[src/rtl/lsu_pkg.sv]
// rtl/lsu_pkg.sv - funct3 codes, FSM state encoding and widths shared by the load/store unit.
package lsu_pkg;

  localparam int WORD_W = 32;
  localparam int BYTE_W = 8;
  localparam int BE_W   = WORD_W / BYTE_W;

  localparam logic [2:0] LS_B  = 3'b000;
  localparam logic [2:0] LS_H  = 3'b001;
  localparam logic [2:0] LS_W  = 3'b010;
  localparam logic [2:0] LS_BU = 3'b100;
  localparam logic [2:0] LS_HU = 3'b101;

  localparam logic [1:0] IDLE   = 2'd0;
  localparam logic [1:0] ACCESS = 2'd1;
  localparam logic [1:0] WB     = 2'd2;

  // Unsigned sizes only make sense for loads.
  function automatic logic f3_legal(input logic is_store, input logic [2:0] f3);
    case (f3)
      LS_B, LS_H, LS_W: return 1'b1;
      LS_BU, LS_HU:     return !is_store;
      default:          return 1'b0;
    endcase
  endfunction

endpackage

[src/rtl/load_store_unit_if.sv]
// rtl/load_store_unit_if.sv - data-memory request/ready bus; master is the LSU, slave is memory.
interface load_store_unit_if;
  import lsu_pkg::*;

  logic              mem_req;
  logic              mem_we;
  logic [WORD_W-1:0] mem_addr;
  logic [WORD_W-1:0] mem_wdata;
  logic [BE_W-1:0]   mem_be;
  logic              mem_ready;
  logic [WORD_W-1:0] mem_rdata;

  modport master (
    output mem_req, mem_we, mem_addr, mem_wdata, mem_be,
    input  mem_ready, mem_rdata
  );

  modport slave (
    input  mem_req, mem_we, mem_addr, mem_wdata, mem_be,
    output mem_ready, mem_rdata
  );

endinterface

[src/rtl/lsu_align.sv]
// rtl/lsu_align.sv - byte lanes, store replication, load extract/extend and alignment check.
module lsu_align
  import lsu_pkg::*;
(
  input  logic [2:0]        funct3,
  input  logic [1:0]        offset,
  input  logic [WORD_W-1:0] rs2,
  input  logic [WORD_W-1:0] rdata,
  output logic [BE_W-1:0]   be,
  output logic [WORD_W-1:0] wdata,
  output logic [WORD_W-1:0] ld_data,
  output logic              misaligned
);

  logic [WORD_W-1:0] shifted;

  always_comb begin
    shifted    = rdata >> {offset, 3'b000};
    be         = 4'b1111;
    wdata      = rs2;
    ld_data    = shifted;
    misaligned = 1'b0;
    case (funct3)
      LS_B: begin
        be      = 4'b0001 << offset;
        wdata   = {4{rs2[BYTE_W-1:0]}};
        ld_data = {{24{shifted[7]}}, shifted[7:0]};
      end
      LS_BU: ld_data = {24'b0, shifted[7:0]};
      LS_H: begin
        be         = offset[1] ? 4'b1100 : 4'b0011;
        wdata      = {2{rs2[15:0]}};
        ld_data    = {{16{shifted[15]}}, shifted[15:0]};
        misaligned = offset[0];
      end
      LS_HU: begin
        ld_data    = {16'b0, shifted[15:0]};
        misaligned = offset[0];
      end
      LS_W: misaligned = (offset != 2'b00);
      default: ;
    endcase
  end

endmodule

[src/rtl/load_store_unit.sv]
// rtl/load_store_unit.sv - RISC-V memory-access stage: IDLE/ACCESS/WB handshake with data memory.
// Optional access watchdog enabled by defining LSU_TIMEOUT_EN.
module load_store_unit
  import lsu_pkg::*;
#(
  parameter int TIMEOUT_CYCLES = 255
) (
  input  logic              clk,
  input  logic              rst,
  input  logic              ex_valid,
  input  logic              ex_is_load,
  input  logic              ex_is_store,
  input  logic [2:0]        ex_funct3,
  input  logic [WORD_W-1:0] ex_addr,
  input  logic [WORD_W-1:0] ex_wdata,
  input  logic [4:0]        ex_rd,
  output logic              lsu_busy,
  load_store_unit_if.master mem,
  output logic              wb_valid,
  output logic [4:0]        wb_rd,
  output logic [WORD_W-1:0] wb_data,
  output logic              exc_misaligned,
  output logic [WORD_W-1:0] exc_addr,
  output logic              exc_timeout
);

  logic [1:0]        state;
  logic [2:0]        r_funct3;
  logic [1:0]        r_off;
  logic [4:0]        r_rd;
  logic [2:0]        al_f3;
  logic [1:0]        al_off;
  logic [BE_W-1:0]   al_be;
  logic [WORD_W-1:0] al_wdata;
  logic [WORD_W-1:0] al_ld;
  logic              al_mis;
  logic              accept;

  // The aligner sees the incoming op while idle and the latched op while the access is in flight.
  assign al_f3    = (state == IDLE) ? ex_funct3 : r_funct3;
  assign al_off   = (state == IDLE) ? ex_addr[1:0] : r_off;
  assign lsu_busy = (state != IDLE);
  assign accept   = (state == IDLE) && ex_valid && (ex_is_load ^ ex_is_store)
                    && f3_legal(ex_is_store, ex_funct3);

  lsu_align u_align (
    .funct3     (al_f3),
    .offset     (al_off),
    .rs2        (ex_wdata),
    .rdata      (mem.mem_rdata),
    .be         (al_be),
    .wdata      (al_wdata),
    .ld_data    (al_ld),
    .misaligned (al_mis)
  );

`ifdef LSU_TIMEOUT_EN
  localparam logic [15:0] TMO_LAST = 16'(TIMEOUT_CYCLES - 1);
  logic [15:0] tmo_cnt;
`else
  assign exc_timeout = 1'b0;
`endif

  always_ff @(posedge clk or posedge rst) begin
    if (rst) begin
      state          <= IDLE;
      r_funct3       <= 3'b0;
      r_off          <= 2'b0;
      r_rd           <= 5'b0;
      mem.mem_req    <= 1'b0;
      mem.mem_we     <= 1'b0;
      mem.mem_addr   <= '0;
      mem.mem_wdata  <= '0;
      mem.mem_be     <= '0;
      wb_valid       <= 1'b0;
      wb_rd          <= 5'b0;
      wb_data        <= '0;
      exc_misaligned <= 1'b0;
      exc_addr       <= '0;
`ifdef LSU_TIMEOUT_EN
      exc_timeout    <= 1'b0;
      tmo_cnt        <= 16'b0;
`endif
    end else begin
      wb_valid       <= 1'b0;
      exc_misaligned <= 1'b0;
`ifdef LSU_TIMEOUT_EN
      exc_timeout    <= 1'b0;
`endif
      case (state)
        IDLE: begin
          if (accept && al_mis) begin
            exc_misaligned <= 1'b1;
            exc_addr       <= ex_addr;
          end else if (accept) begin
            state         <= ACCESS;
            mem.mem_req   <= 1'b1;
            mem.mem_we    <= ex_is_store;
            mem.mem_addr  <= {ex_addr[WORD_W-1:2], 2'b00};
            mem.mem_be    <= ex_is_store ? al_be : 4'b1111;
            mem.mem_wdata <= al_wdata;
            r_funct3      <= ex_funct3;
            r_off         <= ex_addr[1:0];
            r_rd          <= ex_rd;
`ifdef LSU_TIMEOUT_EN
            tmo_cnt       <= 16'b0;
`endif
          end
        end
        ACCESS: begin
          // A ready arriving on the timeout cycle takes priority.
          if (mem.mem_ready) begin
            mem.mem_req <= 1'b0;
            if (mem.mem_we) begin
              state <= IDLE;
            end else begin
              state    <= WB;
              wb_valid <= 1'b1;
              wb_rd    <= r_rd;
              wb_data  <= al_ld;
            end
          end
`ifdef LSU_TIMEOUT_EN
          else if (tmo_cnt == TMO_LAST) begin
            mem.mem_req <= 1'b0;
            exc_timeout <= 1'b1;
            exc_addr    <= {mem.mem_addr[WORD_W-1:2], r_off};
            state       <= IDLE;
          end else begin
            tmo_cnt <= tmo_cnt + 16'd1;
          end
`endif
        end
        WB:      state <= IDLE;
        default: state <= IDLE;
      endcase
    end
  end

endmodule

[src/flat_wrapper.sv]
// flat-port wrapper written by rule: the top's interface ports become plain ports
module load_store_unit_flat import lsu_pkg::*;
#(
  parameter int TIMEOUT_CYCLES = 255
)
  (clk, rst, ex_valid, ex_is_load, ex_is_store, ex_funct3, ex_addr, ex_wdata, ex_rd, lsu_busy, wb_valid, wb_rd, wb_data, exc_misaligned, exc_addr, exc_timeout, mem_mem_req, mem_mem_we, mem_mem_addr, mem_mem_wdata, mem_mem_be, mem_mem_ready, mem_mem_rdata);
  load_store_unit_if mem_i ();
  input  logic clk;
  input  logic rst;
  input  logic ex_valid;
  input  logic ex_is_load;
  input  logic ex_is_store;
  input  logic [2:0] ex_funct3;
  input  logic [WORD_W-1:0] ex_addr;
  input  logic [WORD_W-1:0] ex_wdata;
  input  logic [4:0] ex_rd;
  output logic lsu_busy;
  output logic wb_valid;
  output logic [4:0] wb_rd;
  output logic [WORD_W-1:0] wb_data;
  output logic exc_misaligned;
  output logic [WORD_W-1:0] exc_addr;
  output logic exc_timeout;
  output wire logic [$bits(mem_i.mem_req)-1:0] mem_mem_req;
  output wire logic [$bits(mem_i.mem_we)-1:0] mem_mem_we;
  output wire logic [$bits(mem_i.mem_addr)-1:0] mem_mem_addr;
  output wire logic [$bits(mem_i.mem_wdata)-1:0] mem_mem_wdata;
  output wire logic [$bits(mem_i.mem_be)-1:0] mem_mem_be;
  input wire logic [$bits(mem_i.mem_ready)-1:0] mem_mem_ready;
  input wire logic [$bits(mem_i.mem_rdata)-1:0] mem_mem_rdata;
  assign mem_mem_req = mem_i.mem_req;
  assign mem_mem_we = mem_i.mem_we;
  assign mem_mem_addr = mem_i.mem_addr;
  assign mem_mem_wdata = mem_i.mem_wdata;
  assign mem_mem_be = mem_i.mem_be;
  assign mem_i.mem_ready = mem_mem_ready;
  assign mem_i.mem_rdata = mem_mem_rdata;
  load_store_unit #(.TIMEOUT_CYCLES(TIMEOUT_CYCLES)) u_core (.clk(clk), .rst(rst), .ex_valid(ex_valid), .ex_is_load(ex_is_load), .ex_is_store(ex_is_store), .ex_funct3(ex_funct3), .ex_addr(ex_addr), .ex_wdata(ex_wdata), .ex_rd(ex_rd), .lsu_busy(lsu_busy), .mem(mem_i), .wb_valid(wb_valid), .wb_rd(wb_rd), .wb_data(wb_data), .exc_misaligned(exc_misaligned), .exc_addr(exc_addr), .exc_timeout(exc_timeout));
endmodule
[config.mk]
export PLATFORM = sky130hd
export DESIGN_NAME = load_store_unit_flat
export DESIGN_NICKNAME = d
export VERILOG_FILES = /design/src/rtl/lsu_pkg.sv /design/src/rtl/load_store_unit_if.sv /design/src/rtl/lsu_align.sv /design/src/rtl/load_store_unit.sv /design/src/flat_wrapper.sv
export SDC_FILE = /design/constraint.sdc
export NUM_CORES = 1
export LEC_CHECK = 0
export CORE_UTILIZATION = 24
export DETAILED_ROUTE_END_ITERATION = 8
export GPL_TIMING_DRIVEN = 0
export PLACE_DENSITY = 0.56
export SETUP_SLACK_MARGIN = 0.1
export SLEW_MARGIN = 20
export SYNTH_ARGS = -nofsm -noshare
export SYNTH_HDL_FRONTEND = slang
export SYNTH_SLANG_ARGS = --single-unit
[constraint.sdc]
create_clock -name clk -period 5.4 [get_ports clk]
set_clock_uncertainty 0.1 [all_clocks]
set_input_delay 0.54 -clock clk [delete_from_list [all_inputs] [get_ports clk]]
set_output_delay 0.54 -clock clk [all_outputs]
set_load 0.01 [all_outputs]
==> flow_metrics.env <==
export IMPL_crit_path_top_delay_cell="a211oi_4"
export IMPL_die_h_um=173
export IMPL_grt_max_degree=79
export IMPL_dieWidth_um=173
export IMPL_total_leakage_power_nw=4.58
export IMPL_synthCells=570
export IMPL_clk_latency_ns=0.42
export IMPL_rows=62
export IMPL_htree_num_levels=4
export IMPL_postRouteAntennaNets=0
export IMPL_drive_above_1_share_pct=23.8
export IMPL_yosysUniqueCellTypes=46
export IMPL_synth_commonest_cells="dfrtp_1, mux2_2, nand2_1, mux2_4"
export IMPL_synth_most_common_cell="dfrtp_1"
export IMPL_worst_slack_ns=2.39
export IMPL_grt_pass1_wl_um=35300
export IMPL_fillers=2857
export IMPL_status="finished clean"
export IMPL_r2r_cells=7
export IMPL_via_per_inst=4.47
export IMPL_io_pins=253
export IMPL_postCtsSetupRepairBufs=0
export IMPL_drtIter0Drc=253
export IMPL_tns_ns=0
export IMPL_path_cells="clkdlybuf4s50_1 > nor4_2 > a21oi_4 > a211oi_4 > buf_4 > mux2_1 > mux2_2"
export IMPL_crit_path_end_kind="flop"
export IMPL_dr_pass1_iters=5
export IMPL_cts_resized=0
export IMPL_setup_violations=0
export IMPL_rsz0062_at_grt="false"
export IMPL_core_um2=28700
export IMPL_cp_required_ns=5.61
export IMPL_synth_edf_count=0
export IMPL_stdcell_count=1238
export IMPL_fp_dieArea_um2=29800
export IMPL_synthTopCellsByArea="dfrtp_1, mux2_2, mux2_4, nand2_1, mux2i_1"
export IMPL_hold_path_class="flop to flop"
export IMPL_clock_root_buffer="clkbuf_16"
export IMPL_hold_depth=2
export IMPL_maxCapViolCount=0
export IMPL_n_antenna_cell=0
export IMPL_detailed_place_hpwl_um=16600
export IMPL_path_clk_slew_ns=0.07
export IMPL_grt_usage_pct=15.5
export IMPL_syn_to_final_growth_pct=51.9
export IMPL_slew_headroom_pct=37.6
export IMPL_grt_remaining_overflow=0
export IMPL_multiInputGateArea_um2=2950
export IMPL_vdd_ir_drop_max_mv=0.240
export IMPL_first_global_vias=5740
export IMPL_routed_wl_um=22800
export IMPL_cts_buffer_depth=2
export IMPL_yosysTopAreaCellShare_pct=54.0
export IMPL_vias=5531
export IMPL_synth_seq_area_share_pct=54.0
export IMPL_gp_congestion=0.828
export IMPL_cts_inserted_buffers=17
export IMPL_synth_top_area_cell="dfrtp_1"
export IMPL_dpl_cell_count=1206
export IMPL_final_seq_area_um2=3780
export IMPL_synth_ff_type="dfrtp_1"
export IMPL_place_ws_ns=1.94
export IMPL_initial_utilization_pct=24.4
export IMPL_setup_worst_path_start_class="primary input"
export IMPL_antenna_found_initial=1
export IMPL_cts_tree="done"
export IMPL_fin_nets=951
export IMPL_crit_type="primary input to flop"
export IMPL_cts_hold_buf=0
export IMPL_maxSlewViolCount=0
export IMPL_io_buffers=249
export IMPL_synth_warnings=0
export IMPL_crit_path_max_incr_delay_ns=0.62
export IMPL_syn_cell_area_um2=6990
export IMPL_fin_crit_sh_pct=55.7
export IMPL_postSynthAreaPerCell_um2=12.3
export IMPL_synth_async_reset_ratio_pct=100
export IMPL_fmax_mhz=332
export IMPL_clock_sinks=151
export IMPL_synth_seq_cells=151
export IMPL_reg2reg_slack_ns=2.56
export IMPL_period_minus_slack_ns=3.01
export IMPL_tightest_slew_ns=0.936
export IMPL_avgRoutedWirePerCell_um=18.4
export IMPL_path_max_fanout=10
export IMPL_cp_arrival_ns=3.22
export IMPL_hold_viol=0
export IMPL_drc=0
export IMPL_power_density_nw_per_um2=545
## report_power, final
group | internal (mW) | switching (mW) | leakage (nW)
registers | 1.68 | 0.303 | 1.81
logic | 1.51 | 1.02 | 2.47
clock network | 0.740 | 0.536 | 0.294
total | 3.93 | 1.85 | 4.58
## routing by layer
metal / track usage [%] / vias to the layer above / routed length (um)
li1: - / 2556 / -
met1: 20.8 / 2720 / 10200
met2: 23.9 / 238 / 10200
met3: 5.89 / 15 / 2160
met4: 3.17 / 2 / 201
met5: 0 / - / 11
## sequential cells by signal, indices dropped and copies added (netlist names), 3 cells and up
signal and flops:
u_core.mem.mem_wdata 32, u_core.exc_addr 32, u_core.mem.mem_addr 30, u_core.r_rd 5
u_core.wb_data 32, u_core.mem.mem_be 4, u_core.r_funct3 3, u_core.wb_rd 5
## worst max-delay path: cells and delay by family
kind	cells	cell delay, ns
simple gates	1	0.41
buf+inv	2	0.89
mux	2	0.62
compound gates	2	0.75
## layout make-up
| class | instances | share of cell area, % |
|---|---|---|
| Sequential cell | 151 | 35.6 |
| Multi-Input combinational cell | 376 | 27.8 |
| Timing Repair Buffer | 250 | 23.7 |
| Tap cell | 384 | 4.52 |
| Clock buffer | 17 | 4.00 |
| Buffer | 37 | 2.27 |
| Clock inverter | 15 | 1.78 |
| Inverter | 8 | 0.377 |
## kinds of logic (layout without fill, tap and decap cells)
family                 count (synthesis)  in the layout  share of synthesized area [%]
buffers and inverters                 45            327                           3.92
flip-flops                           151            151                           54.0
other                                  1              3                         0.0536
AND/OR/NAND/NOR                      148            148                           10.4
AO/OA/AOI/OAI                         86             86                           8.05
multiplexers                         138            138                           23.4
XOR/XNOR                               1              1                          0.125
## cells in the final DEF (no fill, tap or decap), types with 3 or more instances in the layout
cell / Yosys / layout
buf_2: 13 / 13
buf_6: 7 / 7
a21oi_1: 17 / 17
a21o_1: 4 / 4
clkbuf_1: 8 / 8
or2_2: 7 / 7
inv_1: 7 / 6
clkinvlp_4: 0 / 3
clkbuf_16: 0 / 17
nor2_1: 27 / 27
nand3_1: 14 / 14
inv_8: 0 / 3
bufinv_16: 0 / 3
o21ai_0: 27 / 27
nand2_1: 64 / 64
nand2b_1: 3 / 3
mux2_4: 28 / 28
buf_4: 9 / 9
and2_1: 8 / 8
conb_1: 1 / 3
inv_6: 0 / 4
mux2_2: 92 / 92
a31oi_1: 18 / 18
a221o_1: 8 / 8
clkdlybuf4s50_1: 0 / 249
and3_1: 8 / 8
dfrtp_1: 151 / 151
mux2i_1: 16 / 16
## worst paths after layout
check / from / to
setup reg to reg: u_core.state[1]$_DFFE_PP0P_ / u_core.wb_data[17]$_DFFE_PP0P_
setup / recovery: ex_funct3[1] / u_core.mem.mem_wdata[9]$_DFFE_PP0P_
hold / removal: u_core.r_rd[4]$_DFFE_PP0P_ / u_core.wb_rd[4]$_DFFE_PP0P_
min in group asynchronous: rst / u_core.wb_data[20]$_DFFE_PP0P_
hold reg to reg: u_core.r_rd[4]$_DFFE_PP0P_ / u_core.wb_rd[4]$_DFFE_PP0P_
max in group asynchronous: rst / u_core.mem.mem_wdata[20]$_DFFE_PP0P_
## metrics by stage
stage / hold slack, ns / instance area (um2) / utilization, % / total power, mW
after floorplan: 0.333 / 7000 / - / 3.11
after global routing: 0.391 / 10600 / 37.0 / 6.13
after global placement: 0.345 / 9970 / 34.7 / 4.52
final: 0.371 / 10600 / 37.0 / 5.78
after detailed placement: 0.357 / 10000 / 34.9 / 4.55
after CTS: 0.374 / 10600 / 37.0 / 5.87
No activity file was read; power rests on OpenSTA's default activity.
